File: src/rtl/cpu_pkg.sv
// Pipeline-wide constants and types shared by the fetch stage and the later stages
// (bubble encoding, PC arithmetic).
package cpu_pkg;

  localparam int unsigned XLEN = 32;

  localparam logic [XLEN-1:0] RESET_PC_DEFAULT = 32'h0000_0000;
  localparam logic [XLEN-1:0] PC_STEP_DEFAULT  = 32'd4;
  localparam logic [XLEN-1:0] NOP_INSTR        = 32'h0000_0000;

  typedef struct packed {
    logic [XLEN-1:0] instr;
    logic [XLEN-1:0] npc;
  } fetch_word_t;

  localparam fetch_word_t BUBBLE_WORD = '{instr: NOP_INSTR, npc: '0};

  // Per-cycle action, in decreasing priority order.
  typedef enum logic [1:0] {
    ModeReset,
    ModeBranch,
    ModeFreeze,
    ModeRun
  } fetch_mode_e;

  function automatic logic [XLEN-1:0] word_align(input logic [XLEN-1:0] addr);
    return addr & ~XLEN'(3);
  endfunction

endpackage

File: src/rtl/fetch_hold_buf.sv
// One-entry capture buffer: parks the word returned by imem while the pipe is frozen.
module fetch_hold_buf
  import cpu_pkg::*;
(
  input  logic        clk,
  input  logic        rst,
  input  logic        clear,
  input  logic        load,
  input  fetch_word_t word_in,
  output fetch_word_t word,
  output logic        valid
);

  fetch_word_t word_q;
  logic        valid_q;

  always_ff @(posedge clk) begin
    if (rst || clear) begin
      word_q  <= BUBBLE_WORD;
      valid_q <= 1'b0;
    end else if (load) begin
      word_q  <= word_in;
      valid_q <= 1'b1;
    end
  end

  assign word  = word_q;
  assign valid = valid_q;

endmodule

File: src/rtl/if_stage.sv
// Instruction-fetch stage: owns the PC, drives a 1-cycle-latency instruction memory and
// presents {instruction, next_pc, valid} to decode, honouring freeze and branch redirect.
module if_stage
  import cpu_pkg::*;
#(
  parameter logic [XLEN-1:0] RESET_PC = RESET_PC_DEFAULT,
  parameter logic [XLEN-1:0] PC_STEP  = PC_STEP_DEFAULT
) (
  input  logic            clk,
  input  logic            rst,
  input  logic            freeze,
  input  logic            branch_taken,
  input  logic [XLEN-1:0] branch_addr,
  output logic            imem_en,
  output logic [XLEN-1:0] imem_addr,
  input  logic [XLEN-1:0] imem_rdata,
  output logic [XLEN-1:0] instruction,
  output logic [XLEN-1:0] next_pc,
  output logic            valid
);

  fetch_mode_e     mode;
  logic [XLEN-1:0] pc_q, pc_d;
  logic [XLEN-1:0] req_pc_q, req_pc_d;
  logic            req_valid_q, req_valid_d;
  fetch_word_t     out_q, out_d;
  logic            out_valid_q, out_valid_d;

  fetch_word_t     ret_word;
  fetch_word_t     hold_word;
  logic            hold_valid;
  logic            hold_load;
  logic            hold_clear;

  always_comb begin
    if (rst)               mode = ModeReset;
    else if (branch_taken) mode = ModeBranch;
    else if (freeze)       mode = ModeFreeze;
    else                   mode = ModeRun;
  end

  // Address path depends only on control inputs and pc, never on imem_rdata.
  always_comb begin
    imem_en   = 1'b0;
    imem_addr = pc_q;
    unique case (mode)
      ModeBranch: begin
        imem_en   = 1'b1;
        imem_addr = word_align(branch_addr);
      end
      ModeRun:    imem_en = 1'b1;
      default:    ;
    endcase
  end

  // Word returning this cycle for the fetch issued last cycle.
  assign ret_word = '{instr: imem_rdata, npc: req_pc_q + PC_STEP};

  always_comb begin
    pc_d        = pc_q;
    req_pc_d    = req_pc_q;
    req_valid_d = req_valid_q;
    out_d       = out_q;
    out_valid_d = out_valid_q;
    hold_load   = 1'b0;
    hold_clear  = 1'b0;
    unique case (mode)
      ModeReset: begin
        pc_d        = RESET_PC;
        req_valid_d = 1'b0;
        out_d       = BUBBLE_WORD;
        out_valid_d = 1'b0;
      end
      ModeBranch: begin
        req_pc_d    = imem_addr;
        req_valid_d = 1'b1;
        pc_d        = imem_addr + PC_STEP;
        hold_clear  = 1'b1;
        out_d       = BUBBLE_WORD;
        out_valid_d = 1'b0;
      end
      ModeFreeze: begin
        hold_load   = req_valid_q;
        req_valid_d = 1'b0;
      end
      ModeRun: begin
        hold_clear = 1'b1;
        if (hold_valid) begin
          out_d       = hold_word;
          out_valid_d = 1'b1;
        end else if (req_valid_q) begin
          out_d       = ret_word;
          out_valid_d = 1'b1;
        end else begin
          out_d       = BUBBLE_WORD;
          out_valid_d = 1'b0;
        end
        req_pc_d    = pc_q;
        req_valid_d = 1'b1;
        pc_d        = pc_q + PC_STEP;
      end
      default: ;
    endcase
  end

  always_ff @(posedge clk) begin
    if (rst) begin
      pc_q        <= RESET_PC;
      req_pc_q    <= '0;
      req_valid_q <= 1'b0;
      out_q       <= BUBBLE_WORD;
      out_valid_q <= 1'b0;
    end else begin
      pc_q        <= pc_d;
      req_pc_q    <= req_pc_d;
      req_valid_q <= req_valid_d;
      out_q       <= out_d;
      out_valid_q <= out_valid_d;
    end
  end

  fetch_hold_buf u_hold_buf (
    .clk     (clk),
    .rst     (rst),
    .clear   (hold_clear),
    .load    (hold_load),
    .word_in (ret_word),
    .word    (hold_word),
    .valid   (hold_valid)
  );

  assign instruction = out_q.instr;
  assign next_pc     = out_q.npc;
  assign valid       = out_valid_q;

endmodule

File: config.mk
export PLATFORM = sky130hd
export DESIGN_NAME = if_stage
export DESIGN_NICKNAME = d
export VERILOG_FILES = /design/src/rtl/cpu_pkg.sv /design/src/rtl/fetch_hold_buf.sv /design/src/rtl/if_stage.sv
export SDC_FILE = /design/constraint.sdc
export NUM_CORES = 1
export LEC_CHECK = 0
export CAP_MARGIN = 0
export CORE_ASPECT_RATIO = 0.7
export CORE_MARGIN = 1.5
export CORE_UTILIZATION = 50
export DETAILED_ROUTE_END_ITERATION = 7
export PLACE_DENSITY = 0.77
export SLEW_MARGIN = 40
export SYNTH_ARGS = -nofsm -noshare
export SYNTH_HDL_FRONTEND = slang
export SYNTH_SLANG_ARGS = --single-unit
File: constraint.sdc
create_clock -name clk -period 3.63 [get_ports clk]
set_clock_uncertainty 0.15 [all_clocks]
set_input_delay 0.5445 -clock clk [delete_from_list [all_inputs] [get_ports clk]]
set_output_delay 0.5445 -clock clk [all_outputs]
set_load 0.02 [all_outputs]
Word-level counts from Yosys, hierarchy flattened --
Index checks and enable logic that the tools add are counted.
Word-level totals: flip-flop bits (word level) 195, output and inout port bits 98, input port bits 68, word-level logic and storage cells 38
Operators by class: equality and inequality tests 3, mux-type cells 15, add/sub/neg operators 3, reductions and logical operators 8
Operators with widths (count):
- $mux W64 | 2
- $pmux W64 S2 | 1
- $add A32 B3 Y32 const B | 3
- $pmux W32 S3 | 1
- $pmux W32 S2 | 1
- $mux W32 | 1
- $reduce_or A2 Y1 | 3
- $mux W1 | 5
- $eq A2 B2 Y1 const B | 2
- $mux W2 | 2
- $pmux W1 S2 | 2
- $reduce_bool A2 Y1 | 2
- $reduce_bool A3 Y1 | 1
- $eq A2 B1 Y1 const B | 1
- $logic_not A2 Y1 | 1
- $logic_or A1 B1 Y1 | 1

Longest topological paths before layout --
Gate-level depths: netlist of the first run.
depth in word-level cells 7, gate-level depth with buffers 13, mapped depth without buffers 8

By module --
A second synthesis of the first run with hierarchy kept.
Unflattened totals: cell total of the unflattened synthesis 1023, area, all modules 8912.3 um2
Modules (own cells, without submodules):
- if_stage | sequential area each 2602.5 um2, cells an instance 813, times used 1, area each 6572.6 um2
- fetch_hold_buf | sequential area each 1301.2 um2, cells an instance 210, times used 1, area each 2339.7 um2

Worst setup path after synthesis of the first run --
OpenSTA, ideal clock, no wires.
path type input to register, start input port branch_taken, end register pc_q[26], setup slack 0.597 ns, library setup time 0.086 ns, buffers on the path 5, required time 3.394 ns, data arrival time 2.798 ns, stages 13, cell sequence nor2b_1 > buf_2 > buf_6 > buf_2 > buf_2 > nand2_1 > nand2_1 > ha_1 > nand4_1 > clkbuf_1 > nor4_1 > xnor2_1 > a211oi_1
On the way: word-level cells in the longest chain between the ends 6, elaborated cells on any way between the ends 9, those cells by class add/sub: 1; eq/ne: 2; mux: 4; reduce/logical: 2
Ends and longest elaborated chain:
- start: declaration | RTL line if_stage.sv:12 | input logic branch_taken,
- $mux W2 * | RTL line if_stage.sv:37 | else if (branch_taken) mode = ModeBranch;
- $mux W2 * | RTL line if_stage.sv:36 | if (rst) mode = ModeReset;
- $eq A2 B1 Y1 | RTL line if_stage.sv:46, if_stage.sv:67
- $mux W32 | RTL line if_stage.sv:46 | unique case (mode)
- $add A32 B3 Y32 | RTL line if_stage.sv:77 | pc_d = imem_addr + PC_STEP;
- $pmux W32 S3 | RTL line if_stage.sv:67 | unique case (mode)
- end signal: assignment | RTL line if_stage.sv:114 | pc_q <= pc_d;
- end: declaration | RTL line if_stage.sv:23 | logic [XLEN-1:0] pc_q, pc_d;
Mark *: on every way between the ends. The rest lies on a longest branch, timed or not. A chain may end at the register's enable or synchronous reset.

Worst setup path in the final report of the first run --
start input port branch_taken, end output port imem_addr[7]
On the way: word-level cells in the longest chain between the ends 4
Ends and longest elaborated chain:
- $mux W2 | RTL line if_stage.sv:37
- $mux W2 | RTL line if_stage.sv:36
- $eq A2 B1 Y1 | RTL line if_stage.sv:46
- $mux W32 | RTL line if_stage.sv:46
- end: declaration | RTL line if_stage.sv:15 | output logic [XLEN-1:0] imem_addr,
Every way passes these cells.

==> results of run 1 <==
-- power groups by stage --
stage	registers [W]	clock network [W]	logic, W
after floorplan	0.00231	0	0.000363
after global placement	0.00232	0	0.000625
after detailed placement	0.00233	0	0.000632
after CTS	0.00227	0.00191	0.000636
after global routing	0.00229	0.00202	0.000691
final	0.00228	0.00189	0.000639
-- cell families after synthesis --
group                      count (synthesis)  share of synthesized area
xor gates and xnor gates                  46                     0.0458
muxes                                     41                     0.0479
adders and majority gates                  2                    0.00284
buffers and inverters                     99                     0.0436
DFF                                      195                      0.443
AOI/OAI and AO/OA                        261                      0.174
and+or+nand+nor                          465                      0.243
-- metal layers --
layer / vias up / track usage / part of all wire
li1: 4113 / - / -
met1: 3909 / 0.385 / 0.49
met4: 0 / 0.0617 / 0.011
met3: 24 / 0.0487 / 0.067
met2: 297 / 0.386 / 0.43
met5: - / 0 / 0
-- final timing paths --
| check | endpoint | slack, ns | depth (start not counted) |
|---|---|---|---|
| setup / recovery | imem_addr[7] | 0.37 | 6 |
| hold / removal | pc_q[3] | 0.32 | 2 |
| setup reg to reg | next_pc[13] | 1.18 | 6 |
| hold reg to reg | pc_q[3] | 0.32 | 2 |
-- synthesized netlist by cell type (all sizes together) (3+ instances only) --
library cell	instances	area share
a22oi	15	0.013
nor2	186	0.079
o22ai	6	0.0043
nand2b	46	0.033
a31oi	3	0.0021
clkbuf	64	0.027
xnor2	18	0.018
buf	14	0.0074
a211oi	24	0.020
mux2	9	0.012
nand2	107	0.046
o31ai	4	0.0034
a21oi	141	0.080
a21o	5	0.0043
dfxtp	195	0.44
o21ai	42	0.024
nand3b	8	0.0068
xor2	28	0.028
and2	6	0.0043
mux2i	32	0.036
inv	21	0.0090
and3	10	0.0071
nand4	14	0.011
or3	5	0.0041
a222oi	5	0.0057
nor2b	6	0.0043
a32o	4	0.0045
nor4	11	0.0078
nand3	35	0.020
nor3	23	0.013
a211o	3	0.0030
-- metrics by stage --
| step | setup slack (ns) | area, sq um | hold slack [ns] |
|---|---|---|---|
| after CTS | 0.407 | 11400 | 0.321 |
| after floorplan | 0.597 | 8800 | 0.271 |
| final | 0.372 | 11400 | 0.319 |
| after global routing | 0.320 | 11400 | 0.335 |
| after detailed placement | 0.140 | 10800 | 0.307 |
| after global placement | 0.264 | 10800 | 0.288 |
-- sequential cells by signal (all words and copies together), names as in the netlist --
register          cells
instruction          32
next_pc              32
pc_q                 32
req_pc_q             32
req_valid_q           1
u_hold_buf.valid      1
u_hold_buf.word      64
valid                 1
-- critical path, delay by kind of cell --
kind | cells | cell delay, ns
buffers and inverters | 4 | 1.42
multiplexers | 1 | 0.39
AND/OR/NAND/NOR | 1 | 0.20
-- layout make-up --
type                            instances  area, sq um  share of cell area
Timing Repair Buffer                  202         1950               0.171
Multi-Input combinational cell        815         4540               0.399
Clock buffer                           17          425              0.0374
Tap cell                              231          289              0.0254
Clock inverter                         15          181              0.0160
Sequential cell                       195         3910               0.344
Inverter                               21         78.8             0.00693
==> impl_metrics.toml, run 1 <==
[cells_and_area]
final_cell_mix = "dfxtp_1 (193), nor2_1 (184), clkdlybuf4s50_1 (161), a21oi_1 (141), nand2_1 (107)"
fin_cells = 1496
drive_above_1_share = 0.0743
num_antenna_cells = 0
syn_to_final_growth_pct = 29.1
nets = 1322
final_util = 0.660
fillers = 1467
final_common_cell = "dfxtp_1"

[synth]
synth.net_count = 1179
yosysWarnings = 0
synth_area_sq_um = 8800
ys_seq_elements = 195
synth_edf_count = 0
syn_area_per_cell_sq_um = 7.94
syn_inst = 1109
ys_seq_area_frac = 0.443
synthFlopType = "dfxtp_1"
synthArstFlopShare = 0
ys_types = 48

[setup_path]
max_stage_delay_ns = 0.56
regToRegStartpoint = "req_pc_q[7]"
cp-start-kind = "primary input"
endpoint_kind = "output pin"
crit_top_cell = "clkdlybuf4s50_1"
cp.arrival_ns = 2.56
worstPathMaxFanout = 8
crit_path_top_delay_cell = "clkdlybuf4s50_1"
crit_type = "primary input to output pin"
critPathLaunch = "branch_taken"
worstPathRequired_ns = 2.94
path_cells = "clkdlybuf4s50_1 > nor2b_4 > buf_4 > mux2i_1 > inv_1 > clkdlybuf4s50_1"

[clock_network]
hold_buffers = 0
clkTransAtPathRegs_ns = 0.07
cts_buffers = 17
cts_buffer_depth = 2
root_buffer = "clkbuf_16"
cts_tree = "yes"
insertion_delay_ns = 0.43
htreeDepth = 4
ctsResizeCount = 0
cts.sinks = 195
post-cts-setup-buffers = 0

[sta]
relSlewSlack = 0.506
worst_slew_pin_slew_ns = 0.741
post-route-period-util = 0.897
period_needed_ns = 3.26
drv_slew = 0
fmax_mhz = 307
setup_violations = 0
hold_viol = 0
rsz0062_at_grt = "false"
tns_ns = 0

[die]
num_rows = 40
die_y_um = 114
start_util = 0.511
core_area_sq_um = 17200
die_w_um = 162
die-area_sq_um = 18400
ios = 166

[grt]
antenna_found_initial = 0
grt_first_pass_wirelength_um = 38300
grt_util_all_layers = 0.259
grt_start_max_net_pins = 96
grt-ovfl-total = 0
grt_pass1_vias = 7464

[pwr]
p_int_w = 0.00343
p_seq_frac = 0.474
p_sw_frac = 0.286
vdd_ir_drop_max_mv = 0.229
power.switching_w = 0.00137
clkPwrFrac = 0.393
power_w = 0.00480
combPwrFrac = 0.133
p_per_area_nw_per_um2 = 422
leakage_nw = 4.34

[detailed_routing]
via_per_inst = 5.58
vias = 8343
drtPass1Iterations = 5
initialDrtViolationCount = 999
remaining_drc_errors = 0
ant_nets = 0
post_drt_wl_per_cell_um = 15.7
routed_wirelength_um = 23500

[place]
gp_congestion = 0.915
port_buffers = 163
dpl.hpwl_um = 16300
placed_cells = 1464

[run_status]
status = "finished, final reports clean"

[run]
max-cap-violations = 0

[hold_path]
worstHoldPathType = "register to register"
hold_path_startpoint = "pc_q[3]"
No activity file was read; power rests on OpenSTA's default activity.
==> run 2: changes to the inputs <==
--- a/config.mk
+++ b/config.mk
@@ -5,7 +5,7 @@
 export SDC_FILE = /design/constraint.sdc
 export NUM_CORES = 1
 export LEC_CHECK = 0
-export CAP_MARGIN = 0
+export CAP_MARGIN = 20
 export CORE_ASPECT_RATIO = 0.7
 export CORE_MARGIN = 1.5
 export CORE_UTILIZATION = 50
==> constraint.sdc (replaced) <==
create_clock -name clk -period 3.6 [get_ports clk]
set_clock_uncertainty 0.15 [all_clocks]
set_input_delay 0.54 -clock clk [delete_from_list [all_inputs] [get_ports clk]]
set_output_delay 0.54 -clock clk [all_outputs]
set_load 0.02 [all_outputs]
==> impl_metrics.toml, run 2 (synthesized netlist as in run 1, its figures left out) <==
[run_status]
status = "finished, final reports clean"

[sta]
tns_ns = 0
fmax_mhz = 293
whs_ns = 0.286
drv_slew = 0
worst_slew_pin_slew_ns = 0.746
setup_violations = 0
post-route-period-util = 0.949
hold_viol = 0
relSlewSlack = 0.503
period_needed_ns = 3.42
fin_ws_ns = 0.183
rsz0062_at_grt = "false"

[pwr]
leakage_nw = 4.31
vdd_ir_drop_max_mv = 0.334
p_per_area_nw_per_um2 = 427

[cells_and_area]
nets = 1316
fillers = 1524
multiInputGateArea_sq_um = 4540
drive_above_1_share = 0.0699
num_antenna_cells = 0
syn_to_final_growth_pct = 28.3
largest_reg_flops = 64
final_cell_mix = "dfxtp_1 (193), nor2_1 (184), clkdlybuf4s50_1 (161), a21oi_1 (141), nand2_1 (107)"
final_common_cell = "dfxtp_1"
regArea_sq_um = 3910

[detailed_routing]
initialDrtViolationCount = 738
routed_wirelength_um = 23700
ant_nets = 0
vias = 8214
drtPass1Iterations = 5
via_per_inst = 5.51
post_drt_wl_per_cell_um = 15.9
remaining_drc_errors = 0

[hold_path]
min_to = "pc_q[2]"
worstHoldPathType = "primary input to register"
min_path_cells = 2
hold_path_startpoint = "rst"

[clock_network]
root_buffer = "clkbuf_16"
clkTransAtPathRegs_ns = 0.07
ctsResizeCount = 0
insertion_delay_ns = 0.43
cts_buffer_depth = 2
htreeDepth = 4
post-cts-setup-buffers = 0
cts_tree = "yes"
hold_buffers = 0
cts_buffers = 17
cts.sinks = 195

[place]
dp_slack_ns = 0.103
gp_congestion = 0.923
port_buffers = 163
dpl.hpwl_um = 16400

[setup_path]
regToRegStartpoint = "req_pc_q[7]"
r2r-end = "next_pc[13]"
endpoint_kind = "output pin"
r2r_slack_ns = 1.14
cp.arrival_ns = 2.73
worstPathMaxFanout = 22
worstPathRequired_ns = 2.91
crit_type = "primary input to output pin"
reg2reg_depth = 6
cp-start-kind = "primary input"

[grt]
grt_pass1_vias = 7567
grt-ovfl-total = 0
grt_util_all_layers = 0.263
grt_start_max_net_pins = 96
grt_first_pass_wirelength_um = 38600
antenna_found_initial = 0

[die]
num_rows = 40
die_y_um = 114
start_util = 0.511
core_area_sq_um = 17200
die-area_sq_um = 18400
die_w_um = 162
ios = 166

[run]
max-cap-violations = 0
==> run 2: worst max-delay path by stage <==
stage	start	endpoint	slack, ns
4_1_cts	branch_taken	imem_addr[15]	0.22
5_1_grt	branch_taken	imem_addr[15]	0.06
3_5_place_dp	branch_taken	pc_q[30]	0.10
2_1_floorplan	branch_taken	pc_q[26]	0.57
3_3_place_gp	branch_taken	pc_q[16]	0.16
6_report	branch_taken	imem_addr[15]	0.18
==> run 2: metrics by stage <==
stage,instance area [sq um],util,power [W],cells
after global placement,10700,0.622,0.00297,1458
final,11300,0.656,0.00483,1490
after floorplan,8800,-,0.00270,1109
after CTS,11300,0.656,0.00484,1490
after global routing,11300,0.656,0.00501,1490
after detailed placement,10700,0.622,0.00298,1458
==> run 2: critical path, cell delays in order <==
cell             delay (ns)
clkdlybuf4s50_1        0.55
nor2b_4                0.36
buf_12                 0.23
mux2i_1                0.41
inv_1                  0.07
clkdlybuf4s50_1        0.54
==> run 2: routing by layer <==
| layer | up-vias | global-route usage | share of wire |
|---|---|---|---|
| met5 | - | 0 | 0 |
| met4 | 0 | 0.0642 | 0.0078 |
| met3 | 15 | 0.0655 | 0.070 |
| met2 | 258 | 0.394 | 0.43 |
| met1 | 3844 | 0.377 | 0.49 |
| li1 | 4097 | - | - |
==> run 2: area by class of cell <==
class,instances,area share
multi-input combinational,815,0.402
clock inverter,13,0.0121
timing repair buffer,196,0.168
clock buffer,19,0.0392
tap,231,0.0256
inverter,21,0.00698
sequential,195,0.346
==> run 2: where the power goes <==
part,total [W],internal (W),switching (W),leakage [nW]
Combinational,0.000638,0.000286,0.000352,2.43
Sequential,0.00230,0.00222,0.0000762,1.59
Clock,0.00189,0.00100,0.000887,0.288
